`src/rtl/iter_divider.sv`:
```
// iter_divider: multi-cycle radix-2 restoring divider (div / divu).
// Operands are captured on an accepted start, converted to magnitudes in a
// one-cycle prep step, divided one quotient bit per RUN cycle, sign-fixed in
// FIX, and published on entry to DONE.
module iter_divider #(
    parameter int WIDTH = 32
) (
    input  logic             clk,
    input  logic             reset,
    input  logic             start,
    input  logic             DIVctrl,
    input  logic [WIDTH-1:0] busA,
    input  logic [WIDTH-1:0] busB,
    output logic             busy,
    output logic             done,
    output logic             divByZero,
    output logic [WIDTH-1:0] quotient,
    output logic [WIDTH-1:0] remainder
);

    localparam int CW = $clog2(WIDTH);

    typedef enum logic [2:0] {
        IDLE,
        PREP,
        RUN,
        FIX,
        DONE
    } state_t;

    state_t state;
    state_t state_next;

    // captured request
    logic [WIDTH-1:0] a_cap;
    logic [WIDTH-1:0] b_cap;
    logic             uns_cap;

    // working registers
    logic [CW-1:0]    cnt;
    logic [WIDTH-1:0] dvs;
    logic [WIDTH-1:0] rem;
    logic [WIDTH-1:0] quo;
    logic             neg_q;
    logic             neg_r;

    // combinational datapath
    logic             a_neg;
    logic             b_neg;
    logic [WIDTH-1:0] a_mag;
    logic [WIDTH-1:0] b_mag;
    logic [WIDTH:0]   shifted;
    logic [WIDTH:0]   trial;
    logic [WIDTH-1:0] q_fix;
    logic [WIDTH-1:0] r_fix;

    // State register
    always_ff @(posedge clk) begin
        if (reset) begin
            state <= IDLE;
        end else begin
            state <= state_next;
        end
    end

    // Next-state logic; start is honoured only in IDLE and DONE
    always_comb begin
        state_next = state;
        case (state)
            IDLE: if (start) state_next = PREP;
            PREP: state_next = (b_cap == '0) ? DONE : RUN;
            RUN:  if (cnt == '0) state_next = FIX;
            FIX:  state_next = DONE;
            DONE: state_next = start ? PREP : IDLE;
            default: state_next = IDLE;
        endcase
    end

    // Status outputs decoded from state
    always_comb begin
        busy = 1'b0;
        done = 1'b0;
        case (state)
            RUN, FIX: busy = 1'b1;
            DONE:     done = 1'b1;
            default: begin
                busy = 1'b0;
                done = 1'b0;
            end
        endcase
    end

    // Magnitudes, trial subtract (WIDTH+1 bits) and final sign fix-up
    always_comb begin
        a_neg   = !uns_cap && a_cap[WIDTH-1];
        b_neg   = !uns_cap && b_cap[WIDTH-1];
        a_mag   = a_neg ? -a_cap : a_cap;
        b_mag   = b_neg ? -b_cap : b_cap;
        shifted = {rem, quo[WIDTH-1]};
        trial   = shifted - {1'b0, dvs};
        q_fix   = neg_q ? -quo : quo;
        r_fix   = neg_r ? -rem : rem;
    end

    // Capture, iterate and publish results; outputs change only on DONE entry
    always_ff @(posedge clk) begin
        if (reset) begin
            a_cap     <= '0;
            b_cap     <= '0;
            uns_cap   <= 1'b0;
            cnt       <= '0;
            dvs       <= '0;
            rem       <= '0;
            quo       <= '0;
            neg_q     <= 1'b0;
            neg_r     <= 1'b0;
            divByZero <= 1'b0;
            quotient  <= '0;
            remainder <= '0;
        end else begin
            case (state)
                IDLE, DONE: begin
                    if (start) begin
                        a_cap   <= busA;
                        b_cap   <= busB;
                        uns_cap <= DIVctrl;
                    end
                end
                PREP: begin
                    quo   <= a_mag;
                    rem   <= '0;
                    dvs   <= b_mag;
                    neg_q <= a_neg ^ b_neg;
                    neg_r <= a_neg;
                    cnt   <= CW'(WIDTH - 1);
                    if (b_cap == '0) begin
                        quotient  <= '1;
                        remainder <= a_cap;
                        divByZero <= 1'b1;
                    end
                end
                RUN: begin
                    // restoring step: keep the trial only when it did not borrow
                    if (!trial[WIDTH]) begin
                        rem <= trial[WIDTH-1:0];
                    end else begin
                        rem <= shifted[WIDTH-1:0];
                    end
                    quo <= {quo[WIDTH-2:0], ~trial[WIDTH]};
                    cnt <= cnt - CW'(1);
                end
                FIX: begin
                    quotient  <= q_fix;
                    remainder <= r_fix;
                    divByZero <= 1'b0;
                end
                default: begin
                    cnt <= cnt;
                end
            endcase
        end
    end

endmodule

```
`config.mk`:
```
export PLATFORM = sky130hd
export DESIGN_NAME = iter_divider
export DESIGN_NICKNAME = d
export VERILOG_FILES = /design/src/rtl/iter_divider.sv
export SDC_FILE = /design/constraint.sdc
export NUM_CORES = 1
export LEC_CHECK = 0
export CELL_PAD_IN_SITES_DETAIL_PLACEMENT = 0
export CELL_PAD_IN_SITES_GLOBAL_PLACEMENT = 1
export CORE_MARGIN = 2
export CORE_UTILIZATION = 31
export CTS_CLUSTER_SIZE = 30
export DETAILED_ROUTE_END_ITERATION = 8
export PLACE_DENSITY_LB_ADDON = 0.1
export SETUP_SLACK_MARGIN = 0.4
export SKIP_CTS_REPAIR_TIMING = 1
export SYNTH_ARGS = -nofsm -noshare
export SYNTH_HDL_FRONTEND = slang
export SYNTH_SLANG_ARGS = --single-unit
```
`constraint.sdc`:
```
create_clock -name clk -period 4 [get_ports clk]
set_input_delay 0.8 -clock clk [delete_from_list [all_inputs] [get_ports clk]]
set_output_delay 0.8 -clock clk [all_outputs]
set_load 0.01 [all_outputs]
```
==> results of run 1 <==
## final timing paths
| path | to | slack, ns | startpoint | depth (start not counted) |
|---|---|---|---|---|
| setup / recovery | rem[8]$_SDFFE_PP0P_ | 0.68 | quo[31]$_SDFFE_PP0P_ | 12 |
| hold / removal | dvs[31]$_SDFFE_PP0N_ | 0.46 | dvs[31]$_SDFFE_PP0N_ | 2 |
| setup reg to reg | rem[8]$_SDFFE_PP0P_ | 0.68 | quo[31]$_SDFFE_PP0P_ | 12 |
| hold reg to reg | dvs[31]$_SDFFE_PP0N_ | 0.46 | dvs[31]$_SDFFE_PP0N_ | 2 |
## registers in the layout, summed over array words and instances (netlist names)
signal / flops
quo: 32
quotient: 32
a_cap: 32
uns_cap: 1
rem: 32
neg_q: 1
divByZero: 1
cnt: 5
remainder: 32
state: 3
neg_r: 1
b_cap: 32
dvs: 32
## power by group
part / switching [µW] / total [µW] / internal (µW) / leakage [µW]
combinational: 1390 / 2400 / 1010 / 0.00360
sequential: 198 / 2700 / 2500 / 0.00192
clock: 1120 / 2970 / 1850 / 0.000545
total: 2700 / 8070 / 5370 / 0.00606
## stage by stage
stage	hold WS (ns)	total power [µW]
after global placement	0.440	5100
after detailed placement	0.449	5090
after CTS	0.458	8110
after global routing	0.480	8500
final	0.459	8070
after floorplan	0.432	4350
## layout make-up
type	instances	area (µm²)
fill	4554	26400
multi-input combinational	1302	8050
sequential	236	4720
timing repair buffer	171	1630
clock buffer	43	921
tap	585	732
inverter	58	218
clock inverter	13	175
## placed cells by master (no fill, tap or decap), drive strengths merged, types with 7 or more instances in the layout
cell type      netlist  final
clkbuf              94     43
nor3                52     52
o41ai               10     10
nand2b              16     16
or4                 15     15
o22ai                8      8
ha                  38     38
a21oi              151    151
nor2               137    137
clkdlybuf4s50        0    133
a22oi               30     30
o211ai               7      7
a31oi               16     16
a221oi              17     17
nor2b                8      8
xor2                64     64
nand2              318    318
mux2i               26     26
nor4                16     16
a21o                16     16
inv                 58     60
or3                 18     18
a311oi              37     37
o31ai               23     23
dfxtp              236    236
a211oi              46     46
buf                 23     38
xnor2               75     75
nand3               11     11
nand4               10     10
o21ai               72     72
## layer usage
layer | GRT usage (%) | wire (µm) | up-vias
li1 | - | - | 6278
met4 | 4.78 | 978 | 0
met5 | 0 | 0 | -
met3 | 2.73 | 1610 | 51
met1 | 28.2 | 22700 | 5879
met2 | 31.4 | 20000 | 225
## cell families after synthesis
family / Yosys count
compound gates: 472
xor+xnor: 139
fa+ha+maj: 39
buf+inv: 175
flops: 236
mux: 28
simple gates: 624
## worst register-to-register path: cells and delay by family (launching register included)
family	cells	cell delay (ns)
AOI/OAI and AO/OA	5	1.34
and+or+nand+nor	2	0.28
DFF	1	0.33
buffers and inverters	2	0.36
adders and majority gates	2	0.60
muxes	1	0.25
==> results.json, run 1 <==
{
  "htree_num_levels": 1,
  "synth_flop_cell": "dfxtp_1",
  "leakagePower_uw": 0.00606,
  "synth_mux_area_share_pct": 2.11,
  "worst_slack_ns": 0.683,
  "crit_type": "flop to flop",
  "numCtsBuffers": 30,
  "worst_pin_slew_ns": 1.10,
  "outcome": "finished, final reports clean",
  "syn_nets": 1820,
  "synth_compound_area_share_pct": 23.9,
  "grt_usage_pct": 19.8,
  "grt_pass1_vias": 11800,
  "num_vias": 12400,
  "die_area_um2": 45000,
  "syn2layout_area_growth_pct": 22.5,
  "placed_area_um2": 15300,
  "cp_top_family": "compound AO/OA/AOI/OAI gates",
  "ys_top_cells_by_area": "dfxtp_1 (35%), nand2_1 (8.9%), a21oi_1 (5.6%), xnor2_1 (4.9%), xor2_1 (4.2%)",
  "path_cells": "inv_1, ha_1, fa_1, nand2b_1, a21o_1, a311o_1, a21oi_2, nor2_1, o311ai_4, buf_12, mux2i_1, o21ai_0",
  "synth_common_cells": "nand2_1 (318), dfxtp_1 (236), a21oi_1 (151)",
  "hold_viol_final": 0,
  "die_w_um": 212,
  "end_kind": "flop",
  "avgSynthCellArea_um2": 7.84,
  "root_buffer": "clkbuf_16",
  "post_drt_wl_per_cell_um": 18.8,
  "syn_area_um2": 13400,
  "slowest_stage": "o311ai_4",
  "synth.most_common_cell": "nand2_1",
  "synth_xor_area_share_pct": 9.06,
  "numPortBuffers": 134,
  "grt_pass1_wl_um": 69900,
  "finalCriticalPeriod_ns": 3.32,
  "vdd_drop_max_v": 0.000289,
  "via_per_inst": 5.16,
  "insertion_delay_ns": 0.57,
  "initial_utilization_pct": 31.3,
  "async_flop_share_pct": 0,
  "ios": 135,
  "finalCritPeriodShare_pct": 82.9,
  "startpoint_type": "flop",
  "synthCells": 1713,
  "yosys.area.top_type": "dfxtp_1",
  "diodes": 0,
  "grt_max_degree": 81,
  "die_y_um": 212,
  "final_util_pct": 38.4,
  "clkSlewWorstSetupHoldPaths_ns": 0.06,
  "wirelength_um": 45300,
  "yosys.area_share.simple_pct": 20.8,
  "skew_ns": 0.0162,
  "clk_path_buf_depth": 3,
  "synth_edf_count": 0,
  "pre_cts_ws_ns": 0.404,
  "max_freq_ghz": 0.301,
  "slew_viol_final": 0,
  "synth_top_family_by_area": "compound AO/OA/AOI/OAI gates",
  "grt_setup_unrepaired": "false",
  "nets": 1906,
  "slew_headroom_pct": 26.9,
  "finalSetupViolCount": 0,
  "p_per_area_nw_per_um2": 490,
  "ys_types": 74,
  "grt_antenna_before_repair": 0,
  "synth_warnings": 0,
  "place.detailed.hpwl_um": 33500,
  "yosys.area.top_type_share_pct": 35.2,
  "dp.cells": 2347,
  "grt-ovfl-total": 0,
  "maxCapViolCount": 0,
  "finalInstanceArea_um2": 16500,
  "detail_route.iter0.violations": 685,
  "drive_gt1_share_pct": 7.41,
  "cp.required_ns": 4.41,
  "cp_max_fo": 25,
  "row_count": 76,
  "setup-tns-final_ns": 0,
  "antenna_left": 0,
  "worstPathArrival_ns": 3.72,
  "dr.pass1.iters": 5,
  "cts_tree": "built",
  "yosysSeqAreaShare_pct": 35.2,
  "critPathBufInv": 2,
  "gp_congestion": 0.865,
  "final-instance-count-excl-fill": 2408,
  "core_area_um2": 42900,
  "cts_num_sinks": 236,
  "hold_path.class": "flop to flop",
  "drc_errors": 0,
  "max_stage_delay_ns": 0.49,
  "ys_ff_latch": 236,
  "synthAdderAreaFrac_pct": 3.69
}
(Power assumes the default switching activity.)
==> inputs of run 2 (changes only) <==
clock period = 2.8 ns   (was 4 ns; I/O delays follow)
==> run 2 against run 1 <==
  * Largest power group is now combinational cells
  * Clock power rose by 42%
  * Register-to-register slack worse by 0.75 ns
  * First-iteration DRC count down 0.29%
  * Non-clock buffer count up 144
  * Die area unchanged
  * The flow now finishes with violations (negative setup slack)
  * Sequential power rose by 42%
==> results.json, run 2 (synthesis gave the netlist of run 1 again) <==
{
  "outcome": "finished with violations",
  "violations": "negative setup slack",
  "drive_gt1_share_pct": 22.7,
  "place.detailed.hpwl_um": 35200,
  "grt_use_met1_pct": 29.0,
  "core_area_um2": 42900,
  "leakagePower_uw": 0.00712,
  "cts_tree": "built",
  "p_per_area_nw_per_um2": 659,
  "antenna_left": 0,
  "wirelength_um": 48200,
  "die_w_um": 212,
  "hold_path.class": "primary input to flop",
  "numPortBuffers": 134,
  "mostFrequentLayoutCells": "nand2_1 (274), dfxtp_1 (229), buf_4 (148), a21oi_1 (143), clkdlybuf4s50_1 (132)",
  "via_per_inst": 5.15,
  "rr_startpoint": "b_cap[6]$_SDFFE_PP0P_",
  "clkSlewWorstSetupHoldPaths_ns": 0.06,
  "skew_ns": 0.0176,
  "slew_headroom_pct": 32.4,
  "final_common_cell": "nand2_1",
  "use_met2_pct": 32.8,
  "use_met3_pct": 2.42,
  "dp.cells": 2467,
  "nets": 2050,
  "die_area_um2": 45000,
  "syn2layout_area_growth_pct": 41.0,
  "num_vias": 13100,
  "r2r-end": "remainder[12]$_SDFFE_PP0P_",
  "cp_max_fo": 6,
  "min_from": "reset",
  "htree_num_levels": 1,
  "finalCriticalPeriod_ns": 2.86,
  "worstPathArrival_ns": 3.35,
  "grt_pass1_vias": 12400,
  "hold_viol_final": 0,
  "max_freq_ghz": 0.349,
  "clk_path_buf_depth": 3,
  "r2r_setup_slack_ns": -0.06,
  "busiest_layer": "met2",
  "grt_max_degree": 84,
  "insertion_delay_ns": 0.59,
  "cts_num_sinks": 236,
  "worst_slack_ns": -0.0632,
  "detail_route.iter0.violations": 683,
  "end_kind": "flop",
  "diodes": 0,
  "dr.pass1.iters": 5,
  "initial_utilization_pct": 31.3,
  "maxCapViolCount": 0,
  "ios": 135,
  "drc_errors": 0,
  "root_buffer": "clkbuf_16",
  "gp_congestion": 0.841,
  "reg2reg_depth": 9,
  "numCtsBuffers": 30,
  "die_y_um": 212,
  "final-instance-count-excl-fill": 2551,
  "cp.required_ns": 3.28,
  "row_count": 76,
  "crit_type": "flop to flop",
  "vdd_drop_max_v": 0.000480,
  "grt_pass1_wl_um": 72100,
  "final_util_pct": 44.2,
  "finalCritPeriodShare_pct": 102,
  "whs_path_depth": 2,
  "grt_antenna_before_repair": 0,
  "hold_path_end": "state[1]$_SDFFE_PP0P_",
  "grt-ovfl-total": 0,
  "finalSetupViolCount": 38,
  "grt_usage_pct": 20.4,
  "slew_viol_final": 0,
  "fillers": 4428,
  "grt_setup_unrepaired": "true",
  "worst_pin_slew_ns": 1.01,
  "post_drt_wl_per_cell_um": 18.9,
  "startpoint_type": "flop",
  "setup-tns-final_ns": -1.03
}
-- run 2: changes by cell type in the layout (fill, tap and decap cells not counted), moves of 12 or more --
cell,previous run,this run
a211oi_2,0,12
buf_4,36,148
nand2_2,1,18
a211oi_1,46,34
a311oi_2,0,18
nand2_1,317,274
buf_12,1,13
nor3_4,0,13
o21ai_1,0,34
a311oi_1,37,19
o21ai_0,72,35
nand2_4,0,24
nor3_1,50,26
-- run 2: final cells by class --
cell class / instances / area, µm² / share of cell area, %
clock buffers: 40 / 848 / 4.48
well taps: 585 / 732 / 3.86
repair buffers: 315 / 3080 / 16.2
inverters: 58 / 218 / 1.15
flip-flops and latches: 236 / 4730 / 25.0
clock inverters: 15 / 223 / 1.18
multi-input cells: 1302 / 9110 / 48.1
-- run 2: report_power, final --
| part | switching [µW] | internal (µW) | leakage, µW |
|---|---|---|---|
| clock network | 1620 | 2580 | 0.000531 |
| logic | 2330 | 2110 | 0.00467 |
| registers | 256 | 3580 | 0.00192 |
| total | 4210 | 8270 | 0.00712 |
-- run 2: how the worst max path moves through the flow --
stage                                      end  cells after the start                  start  slack (ns)
detailed placement        rem[23]$_SDFFE_PP0P_                     12   quo[31]$_SDFFE_PP0P_       -0.17
CTS                       rem[10]$_SDFFE_PP0P_                     12   quo[31]$_SDFFE_PP0P_       -0.20
global route        remainder[12]$_SDFFE_PP0P_                      9  b_cap[6]$_SDFFE_PP0P_       -0.17
global placement          rem[23]$_SDFFE_PP0P_                     12   quo[31]$_SDFFE_PP0P_       -0.15
finish              remainder[12]$_SDFFE_PP0P_                      9  b_cap[6]$_SDFFE_PP0P_       -0.06
floorplan                 rem[28]$_SDFFE_PP0P_                     13   quo[31]$_SDFFE_PP0P_        0.07
-- run 2: critical path, stage by stage (launching register included) --
cell	delay, ns
dfxtp_2	0.32
or4_4	0.54
or3_4	0.38
nor4_4	0.30
nand4_4	0.24
nor2_4	0.33
buf_12	0.16
clkbuf_16	0.15
nand2_2	0.06
a311oi_2	0.28
-- run 2: per-layer routing --
layer  vias up  part of all wire, %
li1       6556                    -
met1      6280                   49
met2       242                   45
met3        53                  3.8
met4         0                  1.8
met5         -                    0
-- run 2: metrics by stage --
| stage | worst slack, ns | area [µm²] | total power (µW) | hold WS, ns |
|---|---|---|---|---|
| 2_1_floorplan | 0.0692 | 13500 | 6270 | 0.432 |
| 3_3_place_gp | -0.149 | 16400 | 7710 | 0.445 |
| 3_5_place_dp | -0.171 | 16400 | 7720 | 0.453 |
| 4_1_cts | -0.195 | 17500 | 12000 | 0.297 |
| 5_1_grt | -0.165 | 18900 | 13200 | 0.327 |
| 6_report | -0.0632 | 18900 | 12500 | 0.324 |
==> inputs of run 3 (changes only) <==
REMOVE_ABC_BUFFERS = 1   (was unset)
==> run 3 against run 2 <==
  * The flow still finishes with violations (negative setup slack)
  * Critical path type unchanged
  * Sequential power hardly changed
  * Sequential share of layout area hardly changed
  * Design area increased by 0.21%
  * First-iteration DRC count fell by 31%
  * Critical path depth grew 3
  * Combinational power hardly changed
  * Total power down 5.1%
  * Fmax down 1.4%
==> results.json, run 3 (synthesis gave the netlist of run 1 again) <==
{
  "finalCriticalPeriod_ns": 2.90,
  "worst_pin_slew_ns": 0.922,
  "dr.pass1.iters": 7,
  "core_area_um2": 42900,
  "finalInstanceArea_um2": 19000,
  "grt_pass1_vias": 12400,
  "fillers": 4290,
  "gp_congestion": 0.843,
  "grt-ovfl-total": 0,
  "clk_path_buf_depth": 3,
  "slew_viol_final": 0,
  "nets": 2087,
  "p_per_area_nw_per_um2": 624,
  "cts_tree": "built",
  "crit_start": "rem[8]$_SDFFE_PP0P_",
  "post_drt_wl_per_cell_um": 17.7,
  "cp.required_ns": 3.22,
  "numPortBuffers": 134,
  "skew_ns": 0.0264,
  "row_count": 76,
  "syn2layout_area_growth_pct": 41.3,
  "leakagePower_uw": 0.00738,
  "final_util_pct": 44.3,
  "clkSlewWorstSetupHoldPaths_ns": 0.06,
  "worstPathArrival_ns": 3.33,
  "die_y_um": 212,
  "die_area_um2": 45000,
  "hold_viol_final": 0,
  "drc_errors": 0,
  "grt_max_degree": 110,
  "seq_area_um2": 4740,
  "final_common_cell": "nand2_1",
  "initial_utilization_pct": 31.3,
  "numCtsBuffers": 29,
  "grt_usage_pct": 18.8,
  "cts_num_sinks": 236,
  "end_kind": "flop",
  "die_w_um": 212,
  "ios": 135,
  "place.detailed.hpwl_um": 32000,
  "via_per_inst": 4.98,
  "startpoint_type": "flop",
  "cp_max_fo": 6,
  "maxCapViolCount": 0,
  "antenna_left": 0,
  "finalCritPeriodShare_pct": 104,
  "grt_antenna_before_repair": 0,
  "drive_gt1_share_pct": 22.8,
  "rr_startpoint": "rem[8]$_SDFFE_PP0P_",
  "violations": "negative setup slack",
  "max_freq_ghz": 0.344,
  "diodes": 0,
  "wirelength_um": 45600,
  "pre_cts_ws_ns": -0.251,
  "grt_pass1_wl_um": 67600,
  "crit_type": "flop to flop",
  "root_buffer": "clkbuf_16",
  "slew_headroom_pct": 38.5,
  "htree_num_levels": 1,
  "worst_slack_ns": -0.104,
  "placed_area_um2": 16500,
  "multi_input_area_um2": 9000,
  "setup-tns-final_ns": -2.43,
  "min_from": "reset",
  "outcome": "finished with violations",
  "timing.hold.ws_ns": 0.351,
  "mostFrequentLayoutCells": "nand2_1 (289), dfxtp_1 (224), buf_4 (175), a21oi_1 (143), clkdlybuf4s50_1 (131)",
  "detail_route.iter0.violations": 473,
  "num_vias": 12900,
  "grt_setup_unrepaired": "true",
  "vdd_drop_max_v": 0.000348,
  "hold_path.class": "primary input to flop",
  "insertion_delay_ns": 0.59,
  "finalSetupViolCount": 46
}
run 3: report_power, final:
group	internal, µW	switching, µW
registers	3580	232
logic	2150	2290
clock network	2070	1520
run 3: layer usage:
| metal | routed length [µm] | part of all wire, % | global-route usage, % | vias to the layer above |
|---|---|---|---|---|
| li1 | - | - | - | 6624 |
| met1 | 20300 | 45 | 24.3 | 5983 |
| met2 | 22700 | 50 | 33.3 | 209 |
| met3 | 1460 | 3.2 | 2.19 | 53 |
| met4 | 1090 | 2.4 | 4.40 | 0 |
| met5 | 0 | 0 | 0 | - |
run 3: critical path, cell delays in order, from the launching register on:
cell and delay (ns):
dfxtp_1 0.43, ha_1 0.29, buf_4 0.15, a21oi_1 0.26
o22a_1 0.30, a21oi_2 0.11, buf_4 0.14, or3_4 0.37
o311ai_4 0.10, buf_6 0.20, clkbuf_16 0.17, mux2i_1 0.18
o21ai_1 0.07
run 3: final cells by class:
class / instances / area share (%)
multi-input combinational: 1303 / 47.4
sequential: 236 / 25.0
timing repair buffer: 352 / 17.9
clock buffer: 43 / 4.47
tap: 585 / 3.86
inverter: 58 / 1.15
clock inverter: 5 / 0.224
run 3: stage by stage:
stage	power, µW	cells
after global routing	12500	2582
after CTS	11300	2540
final	11900	2582
after detailed placement	7630	2492
after global placement	7610	2492
after floorplan	6150	1596
run 3: final timing paths:
kind | to | cells past startpoint | slack [ns]
worst max register to register | rem[13]$_SDFFE_PP0P_ | 12 | -0.10
worst min register to register | dvs[31]$_SDFFE_PP0N_ | 2 | 0.46
worst max-delay path | rem[13]$_SDFFE_PP0P_ | 12 | -0.10
worst min-delay path | a_cap[2]$_SDFFE_PP0P_ | 2 | 0.35
